--- config.mk ---
export PLATFORM = sky130hd
export DESIGN_NAME = demux8_collect
export DESIGN_NICKNAME = d
export VERILOG_FILES = /design/src/rtl/demux8_pkg.sv /design/src/rtl/demux8_collect.sv
export SDC_FILE = /design/constraint.sdc
export NUM_CORES = 1
export LEC_CHECK = 0
export ABC_AREA = 1
export BUFFER_PORTS_ARGS = -buffer_cell sky130_fd_sc_hd__buf_2
export CORE_MARGIN = 1
export CORE_UTILIZATION = 30
export DETAILED_ROUTE_END_ITERATION = 16
export PLACE_DENSITY = 0.55
export SLEW_MARGIN = 10
export SYNTH_ARGS = -nofsm -noshare
export SYNTH_HDL_FRONTEND = slang
export SYNTH_SLANG_ARGS = --single-unit
--- constraint.sdc ---
create_clock -name clk -period 1.25 [get_ports clk]
set_input_delay 0.125 -clock clk [delete_from_list [all_inputs] [get_ports clk]]
set_output_delay 0.125 -clock clk [all_outputs]
set_load 0.005 [all_outputs]
--- src/rtl/demux8_pkg.sv ---
// Shared definitions for the 8-slot serial demultiplexer/collector.
//   state_t : collector state (HUNT waits for a sync beat, COLLECT fills slots)
//   WORD_W  : assembled word width
//   SLOT_W  : width of the slot index
package demux8_pkg;

  localparam int WORD_W = 8;
  localparam int SLOT_W = 3;

  typedef enum logic {
    HUNT    = 1'b0,
    COLLECT = 1'b1
  } state_t;

endpackage

--- src/rtl/demux8_collect.sv ---
// Serial-to-parallel frame collector with a double-buffered output word.
// A beat with in_sync starts a frame in slot 0; eight accepted beats build
// one word, which is handed to the consumer through a valid/ready register.
//
// Ports:
//   clk        : clock, all state on the rising edge
//   rst_n      : asynchronous active-low reset
//   in_valid   : data_in/in_sync qualify this cycle
//   data_in    : serial bit for the current slot
//   in_sync    : beat is slot 0 of a new frame
//   data_out   : assembled word (held while out_valid and not taken)
//   out_valid  : data_out holds an unconsumed word
//   out_ready  : consumer accepts data_out this cycle
//   slot       : next slot index to be written (0 while hunting)
//   frame_err  : one-cycle pulse, sync arrived in the middle of a frame
//   overrun    : sticky, a completed word was dropped
//   clr_ovr    : clears overrun
module demux8_collect
  import demux8_pkg::*;
#(
  parameter bit MSB_FIRST = 1'b0
) (
  input  logic              clk,
  input  logic              rst_n,
  input  logic              in_valid,
  input  logic              data_in,
  input  logic              in_sync,
  output logic [WORD_W-1:0] data_out,
  output logic              out_valid,
  input  logic              out_ready,
  output logic [SLOT_W-1:0] slot,
  output logic              frame_err,
  output logic              overrun,
  input  logic              clr_ovr
);

  state_t              state_q;
  logic [SLOT_W-1:0]   slot_q;
  logic [WORD_W-1:0]   asm_q;
  logic [WORD_W-1:0]   data_q;
  logic                out_valid_q;
  logic                frame_err_q;
  logic                overrun_q;

  logic [SLOT_W-1:0]   write_slot;
  logic [SLOT_W-1:0]   bit_idx;
  logic [WORD_W-1:0]   asm_next;
  logic                accept;
  logic                frame_done;
  logic                xfer;

  // A sync beat always lands in slot 0 and starts from a cleared assembly
  // register, so bits of an aborted frame can never leak into the next word.
  always_comb begin
    write_slot = in_sync ? '0 : slot_q;
    bit_idx    = MSB_FIRST ? (SLOT_W'(WORD_W - 1) - write_slot) : write_slot;
    asm_next   = in_sync ? '0 : asm_q;
    asm_next[bit_idx] = data_in;
    accept     = in_valid && (in_sync || (state_q == COLLECT));
    frame_done = in_valid && !in_sync && (state_q == COLLECT) &&
                 (slot_q == SLOT_W'(WORD_W - 1));
    xfer       = out_valid_q && out_ready;
  end

  always_ff @(posedge clk or negedge rst_n) begin
    if (!rst_n) begin
      state_q     <= HUNT;
      slot_q      <= '0;
      asm_q       <= '0;
      data_q      <= '0;
      out_valid_q <= 1'b0;
      frame_err_q <= 1'b0;
      overrun_q   <= 1'b0;
    end else begin
      // In COLLECT the slot is never 0, so any sync seen there is mid-frame.
      frame_err_q <= in_valid && in_sync && (state_q == COLLECT);

      if (accept) begin
        asm_q <= asm_next;
        if (frame_done) begin
          slot_q  <= '0;
          state_q <= HUNT;
        end else if (in_sync) begin
          slot_q  <= SLOT_W'(1);
          state_q <= COLLECT;
        end else begin
          slot_q  <= slot_q + SLOT_W'(1);
        end
      end

      // The output register can take a new word in the same cycle the old
      // one is transferred, which keeps back-to-back frames bubble-free.
      if (frame_done && (!out_valid_q || xfer)) begin
        data_q      <= asm_next;
        out_valid_q <= 1'b1;
      end else if (xfer) begin
        out_valid_q <= 1'b0;
      end

      // A fresh drop takes priority over a simultaneous clear.
      if (frame_done && out_valid_q && !xfer) begin
        overrun_q <= 1'b1;
      end else if (clr_ovr) begin
        overrun_q <= 1'b0;
      end
    end
  end

  assign data_out  = data_q;
  assign out_valid = out_valid_q;
  assign slot      = slot_q;
  assign frame_err = frame_err_q;
  assign overrun   = overrun_q;

endmodule

Yosys cells after proc, flatten, opt, wreduce, memory -nomap -nowiden
Cells that the tools add are included.
{ "totals": {"output_inout_bits": 14, "elab_cells": 44, "reg_bits": 23} }
{ "op_classes": {"n_mux": 13, "order_cmp": 2, "n_eq_ne": 1, "n_addsub": 1, "reduce_logical": 20} }
{ "ops": {"columns": ["operator", "n"], "rows": [
  ["logical AND 1 bit", 11],
  ["two-way mux 3 bit", 3],
  ["bitwise mux 8 bit", 1],
  ["two-way mux 8 bit", 1],
  ["two-way mux 1 bit", 7],
  ["nonzero test 2 bit", 3],
  ["less-than comparator 3 x 4 -> 1 bit, second input constant", 1],
  ["adder 3 x 1 -> 3 bit, second input constant", 1],
  ["demux 1 bit (select 3 bit)", 1],
  ["== test 3 bit, second input constant", 1],
  ["greater-or-equal comparator 3 x 1 -> 1 bit, second input constant", 1],
  ["logical NOT 1 bit", 3],
  ["logical OR 1 bit", 2],
  ["AND reduction 2 bit", 1]
]} }

Depth between registers and ports, before layout
Gate-level depths: netlist of the first run.
{ "depth": {"word_depth": 7, "ltp_mapped": 9} }

Worst setup path before layout of the first run
Ideal clock, no wire load.
{ "synth_timing": {"path_kind": "flip-flop to flip-flop", "from": "register slot_q[1] (netlist: slot[1])", "to": "register data_q[2] (netlist: data_out[2])", "n_path_buf": 0, "path_stages_with_launch": 10, "arrival_time_ns": 1.313, "setup_slack_ns": -0.181, "setup_ns": 0.118, "synth_period_minus_slack_ns": 1.431, "cell_sequence": "dfrtp_1 ha_1 ha_1 inv_1 nor2_1 nand2_1 nor2_4 inv_2 nand2_1 nand2_1"} }
{ "synth_via": {"elab_chain_cells": 6} }
{ "synth_lines": {"columns": ["item", "line", "text"], "rows": [
  ["start: declaration", "demux8_collect.sv:38", "logic [SLOT_W-1:0] slot_q;"],
  ["start signal: assignment", "demux8_collect.sv:87", "slot_q <= slot_q + SLOT_W'(1);"],
  ["two-way mux 3 bit", "demux8_collect.sv:55", "write_slot = in_sync ? '0 : slot_q;"],
  ["less-than comparator 3 x 4 -> 1 bit (implied by the code) or greater-or-equal comparator 3 x 1 -> 1 bit (tied branches)", "demux8_collect.sv:58", "asm_next[bit_idx] = data_in;"],
  ["logical AND 1 bit (implied by the code)", "demux8_collect.sv:58", null],
  ["two-way mux 1 bit (implied by the code)", "demux8_collect.sv:58", null],
  ["demux 1 bit (select 3 bit)", "demux8_collect.sv:58", null],
  ["bitwise mux 8 bit", "demux8_collect.sv:58", null],
  ["end signal: assignment", "demux8_collect.sv:94", "data_q <= asm_next;"],
  ["end: declaration", "demux8_collect.sv:40", "logic [WORD_W-1:0] data_q;"]
]} }
Several ways; a longest one is shown, not always the timed one.
A chain may end at the register's enable or synchronous reset.

Final worst setup path of the first run
{ "layout_timing": {"from": "register slot_q[1] (netlist: slot[1])", "to": "register data_q[6] (netlist: data_out[6])"} }
The elaborated chain is that of the path after synthesis.

==> results of run 1 <==
logic make-up after synthesis:
family                     after synthesis  synth area share [%]
and+or+nand+nor                         98                  37.5
DFF                                     23                  50.1
buffers and inverters                   17                  6.09
AOI/OAI and AO/OA                        7                  4.14
adders and majority gates                2                  2.18
Yosys cell counts:
cell type,n,share of area (%)
nand2_1,55,18
nand3_1,28,12
dfrtp_1,23,50
inv_1,12,3.9
nand4_1,7,3.8
nor2_1,5,1.6
o21ai_0,5,2.2
buf_2,2,0.87
ha_1,2,2.2
inv_2,2,0.65
a21oi_4,1,1.4
buf_4,1,0.65
nor2_2,1,0.54
nor2_4,1,0.98
nor3_1,1,0.43
o22ai_1,1,0.54
final timing paths:
path | start | endpoint | slack, ps | cells past startpoint
worst max register to register | slot[1] | data_out[6] | -150 | 9
min in group asynchronous | rst_n | asm_q[7] | 360 | 2
worst min register to register | data_out[0] | data_out[0] | 460 | 2
max in group asynchronous | rst_n | data_out[1] | 540 | 2
worst max-delay path | slot[1] | data_out[6] | -150 | 9
worst min-delay path | clr_ovr | overrun | 70 | 2
where the power goes:
group	switching [W]	total, W	internal, W	leakage (nW)
logic	0.000281	0.000489	0.000208	0.509
clock network	0.000230	0.000458	0.000227	0.0228
registers	0.0000394	0.000851	0.000811	0.307
per-stage QoR:
stage | setup TNS [ps] | area (um2) | hold slack (ps)
2_1_floorplan | -1260 | 1170 | -171
3_3_place_gp | -524 | 1390 | 116
3_5_place_dp | -911 | 1390 | 129
4_1_cts | -1280 | 1470 | 65.1
5_1_grt | -3460 | 1550 | 61.8
6_report | -1580 | 1550 | 66.0
worst max-delay path, cell delays in order (launching register included):
cell and delay (ps):
dfrtp_1 370, ha_2 200, ha_4 120, inv_2 30
nor2_2 80, nand2_2 80, nor2_4 180, inv_2 100
nand2_1 80, nand2_1 50
placed cells by master (no fill, tap or decap):
master,Yosys,routed
a21oi_4,1,1
inv_2,2,4
clkbuf_1,0,1
o22ai_2,0,1
o21ai_0,5,2
nor2_2,1,1
inv_1,12,9
dlygate4sd3_1,0,1
buf_2,2,20
o21ai_1,0,1
ha_4,0,1
clkbuf_8,0,3
nand3_2,0,4
nor3_1,1,1
dfrtp_1,23,23
nand3_1,28,24
nand2_1,55,52
nand4_1,7,7
buf_4,1,12
nand2_2,0,3
nor2_4,1,2
ha_2,0,1
clkinvlp_4,0,1
o21ai_2,0,2
buf_6,0,4
nor2_1,5,4
final cells by class:
class,count,area (um2),share of cell area (%)
clock buffer,4,45.0,2.91
inverter,14,56.3,3.63
multi-input combinational,107,568,36.6
sequential,23,576,37.1
tap,48,60.1,3.87
timing repair buffer,37,245,15.8
flip-flops by register name (all words and copies together) (netlist names):
name / cells
frame_err: 1
state_q: 1
asm_q: 8
out_valid: 1
data_out: 8
overrun: 1
slot: 3
layer usage:
metal | vias to the layer above | wire (um)
met4 | 0 | 56
met1 | 535 | 1280
met3 | 6 | 125
li1 | 558 | -
met5 | - | 0
met2 | 38 | 1490
what timing repair did:
item	4_1_cts	5_1_grt
pin swaps	1	10
endpoints found under the setup margin	11	20
hold buffers	1	0
resized for setup	5	14
endpoints found under the hold margin	23	0
buffers inserted	2	6
==> out/metrics.cfg, run 1 <==
[run_status]
outcome = complete, but fails checks
violations = negative setup slack

[synth]
synth.distinct_cells = 16
synth_seq_cells = 23
syn_area_um2 = 1150
yosysWarnings = 0
ys_seq_area_share_pct = 50.1
synthCells = 147
avgSynthCellArea_um2 = 7.82
syn_nets = 156

[global_routing]
gr-usage-met3_pct = 2.14
grt_start_max_net_pins = 24
met1_usage_pct = 19.8
globalRouteOverflowTotal = 0
grt_pass1_wl_um = 4760
use_met2_pct = 24.7
grt_pass1_vias = 1024
grt_antenna_before_repair = 0
busiest_layer = met2
grt_usage_pct = 15.2

[sta]
tightest_slew_ps = 513
layout_min_cycle_time_ps = 1400
finalCritPeriodShare_pct = 112
setup_ws_ps = -152
fmax_mhz = 713
hold_viol = 0
grt_setup_unrepaired = yes
clock_skew_ps = 7.31
relSlewSlack_pct = 65.8
slew_viol_final = 0
final-setup-viol-count = 17

[clock_network]
cts-root-buf = clkbuf_8
clockBufferDepth = 2
clkLatencyLatePin_ps = 260
cts_tree = built
numCtsBuffers = 3
cts_sinks = 23
cts_max_level = 1
clkTransAtPathRegs_ps = 80

[die]
fp.dieW_um = 63.9
die_h_um = 63.9
start_util_pct = 31.4
ioPinCount = 21
core_um2 = 3660
num_rows = 22
die-area_um2 = 4080

[critical_path]
arrival_ps = 1550
required_ps = 1400
cp_max_fo = 8
critPathLaunchType = register
endpoint_kind = register
worst-setup-path-type = register to register

[power]
power_density_nw_per_um2 = 1160
power.total_w = 0.00180
ir_worst_vdd_v = 0.000338
leakagePower_nw = 0.839

[job]
drv_cap = 0

[placed_design]
dp_cells = 222
dpl.hpwl_um = 2080
dpl_worst_slack_ps = -127
portBuffers = 20
routabilityCongestion = 0.933

[routing]
viasPerCell = 4.88
dr.pass1.iters = 4
drcViolationCount = 0
drt.antenna.violating_nets = 0
wl_per_cell_um = 12.7
wl_um = 2950
drtIter0Drc = 90
vias = 1137

[cells_and_area]
final_cells = 233
antenna_cells = 0
syn2layout_area_growth_pct = 34.8
fin_nets = 195
fillers = 361
drive_above_1_share_pct = 32.4
post-route-util_pct = 42.3

[worst_hold_path]
hp-class = input pin to register

No activity file was read; power rests on OpenSTA's default activity.
==> inputs of run 2 (changes only) <==
--- a/config.mk
+++ b/config.mk
@@ -10,7 +10,9 @@
 export CORE_MARGIN = 1
 export CORE_UTILIZATION = 30
 export DETAILED_ROUTE_END_ITERATION = 16
+export MAX_ROUTING_LAYER = met4
 export PLACE_DENSITY = 0.55
+export RECOVER_POWER = 100
 export SLEW_MARGIN = 10
 export SYNTH_ARGS = -nofsm -noshare
 export SYNTH_HDL_FRONTEND = slang
==> run 2 against run 1 <==
  * The run still ends with negative setup slack left
  * Wire length shrank 4.0%
  * Clock power decreased by 1%
  * Total power fell by 2.1%
  * Hold slack worse by 8.8 ps
  * Utilization decreased by 0.24 points
  * Non-clock buffer count increased by 3
  * Global-route usage rose by 0.31 points
==> out/metrics.cfg, run 2 (synthesized netlist as in run 1, its figures left out) <==
[run_status]
outcome = complete, but fails checks
violations = negative setup slack

[routing]
drcViolationCount = 0
drtIter0Drc = 78
wl_per_cell_um = 12.0
viasPerCell = 4.76
wl_um = 2830
dr.pass1.iters = 4
drt.antenna.violating_nets = 0
vias = 1123

[critical_path]
path_buf_inv = 2
cpPeakStageDelay_ps = 370
cp_cell_sequence = ha_2, ha_4, inv_2, nor2_2, nand2_2, nor2_4, buf_4, nand3_1, nand2_1
critPathLaunchType = register
critPathTopFamily = simple AND/OR/NAND/NOR gates
arrival_ps = 1590
worst-setup-path-type = register to register
endpoint_kind = register
cp_max_fo = 6
crit_slowest_cell = dfrtp_1
required_ps = 1450

[sta]
clock_skew_ps = 1.56
layout_min_cycle_time_ps = 1390
finalCritPeriodShare_pct = 112
relSlewSlack_pct = 62.3
grt_setup_unrepaired = yes
hold_slack_ps = 57.2
fmax_mhz = 717
tightest_slew_ps = 565
final-setup-viol-count = 16
slew_viol_final = 0
setup_ws_ps = -145
hold_viol = 0

[power]
leakagePower_nw = 0.840
power_density_nw_per_um2 = 1140
ir_worst_vdd_v = 0.000425

[global_routing]
grt_pass1_wl_um = 4860
grt_start_max_net_pins = 24
grt_usage_pct = 15.5
globalRouteOverflowTotal = 0
grt_antenna_before_repair = 0
grt_pass1_vias = 1046

[clock_network]
cts-root-buf = clkbuf_8
cts_max_level = 1
clockBufferDepth = 2
numCtsBuffers = 3
clkLatencyLatePin_ps = 260
cts_tree = built
cts_sinks = 23
clkTransAtPathRegs_ps = 80

[placed_design]
routabilityCongestion = 0.866
dpl.hpwl_um = 2100
placed_area_um2 = 1400
portBuffers = 20
dpl_worst_slack_ps = -137

[die]
num_rows = 22
ioPinCount = 21
fp.dieW_um = 63.9
die_h_um = 63.9
start_util_pct = 31.4
die-area_um2 = 4080
core_um2 = 3660

[cells_and_area]
fin_nets = 198
syn2layout_area_growth_pct = 34.1
final_cell_mix = nand2_1, nand3_1, dfrtp_1
layout_commonest_cell = nand2_1
stdcell_area_um2 = 1540
antenna_cells = 0
drive_above_1_share_pct = 28.7

[job]
drv_cap = 0

[worst_hold_path]
hp-class = input pin to register

## run 2: changes by cell type in the layout (fill, tap and decap cells not counted), sizes merged
cell    previous run  this run
clkbuf             4         7
## run 2: layout make-up
type	instances	area, um2
clock buffers	4	45.0
fillers	381	2120
inverters	14	56.3
multi-input cells	107	538
flip-flops and latches	23	576
well taps	48	60.1
repair buffers	40	267
## run 2: worst paths after layout
kind,from,endpoint,slack (ps),cells after the start
setup / recovery,slot[0],data_out[0],-140,9
hold / removal,clr_ovr,overrun,60,2
setup reg to reg,slot[0],data_out[0],-140,9
hold reg to reg,data_out[0],data_out[0],460,2
max in group asynchronous,rst_n,data_out[0],490,2
min in group asynchronous,rst_n,asm_q[2],390,2
## run 2: report_power, final
group	switching, W	internal (W)	leakage (nW)
Clock	0.000226	0.000227	0.0228
Combinational	0.000258	0.000200	0.511
Sequential	0.0000389	0.000811	0.307
Total	0.000522	0.00124	0.840
## run 2: metal layers
| metal | track usage, % | vias up | part of all wire, % |
|---|---|---|---|
| met5 | - | - | 0 |
| met4 | 3.41 | 0 | 0.49 |
| met3 | 2.86 | 2 | 3.6 |
| met2 | 24.5 | 27 | 48 |
| met1 | 20.6 | 530 | 48 |
| li1 | - | 564 | - |
## run 2: through the flow
stage	power [W]	TNS [ps]	std cells	util, %
detailed placement	0.00125	-1070	224	38.3
floorplan	0.00107	-1260	147	-
finish	0.00176	-1500	236	42.1
global route	0.00187	-3430	236	42.1
global placement	0.00125	-444	224	38.3
CTS	0.00172	-1250	230	40.4
## run 2: what timing repair did
| action | CTS | global route |
|---|---|---|
| endpoints found under the setup margin | 10 | 20 |
| gates resized for setup | 4 | 7 |
| hold buffers | 1 | 0 |
| pin swaps | 0 | 2 |
| endpoints found under the hold margin | 23 | 0 |
| setup buffers | 1 | 6 |
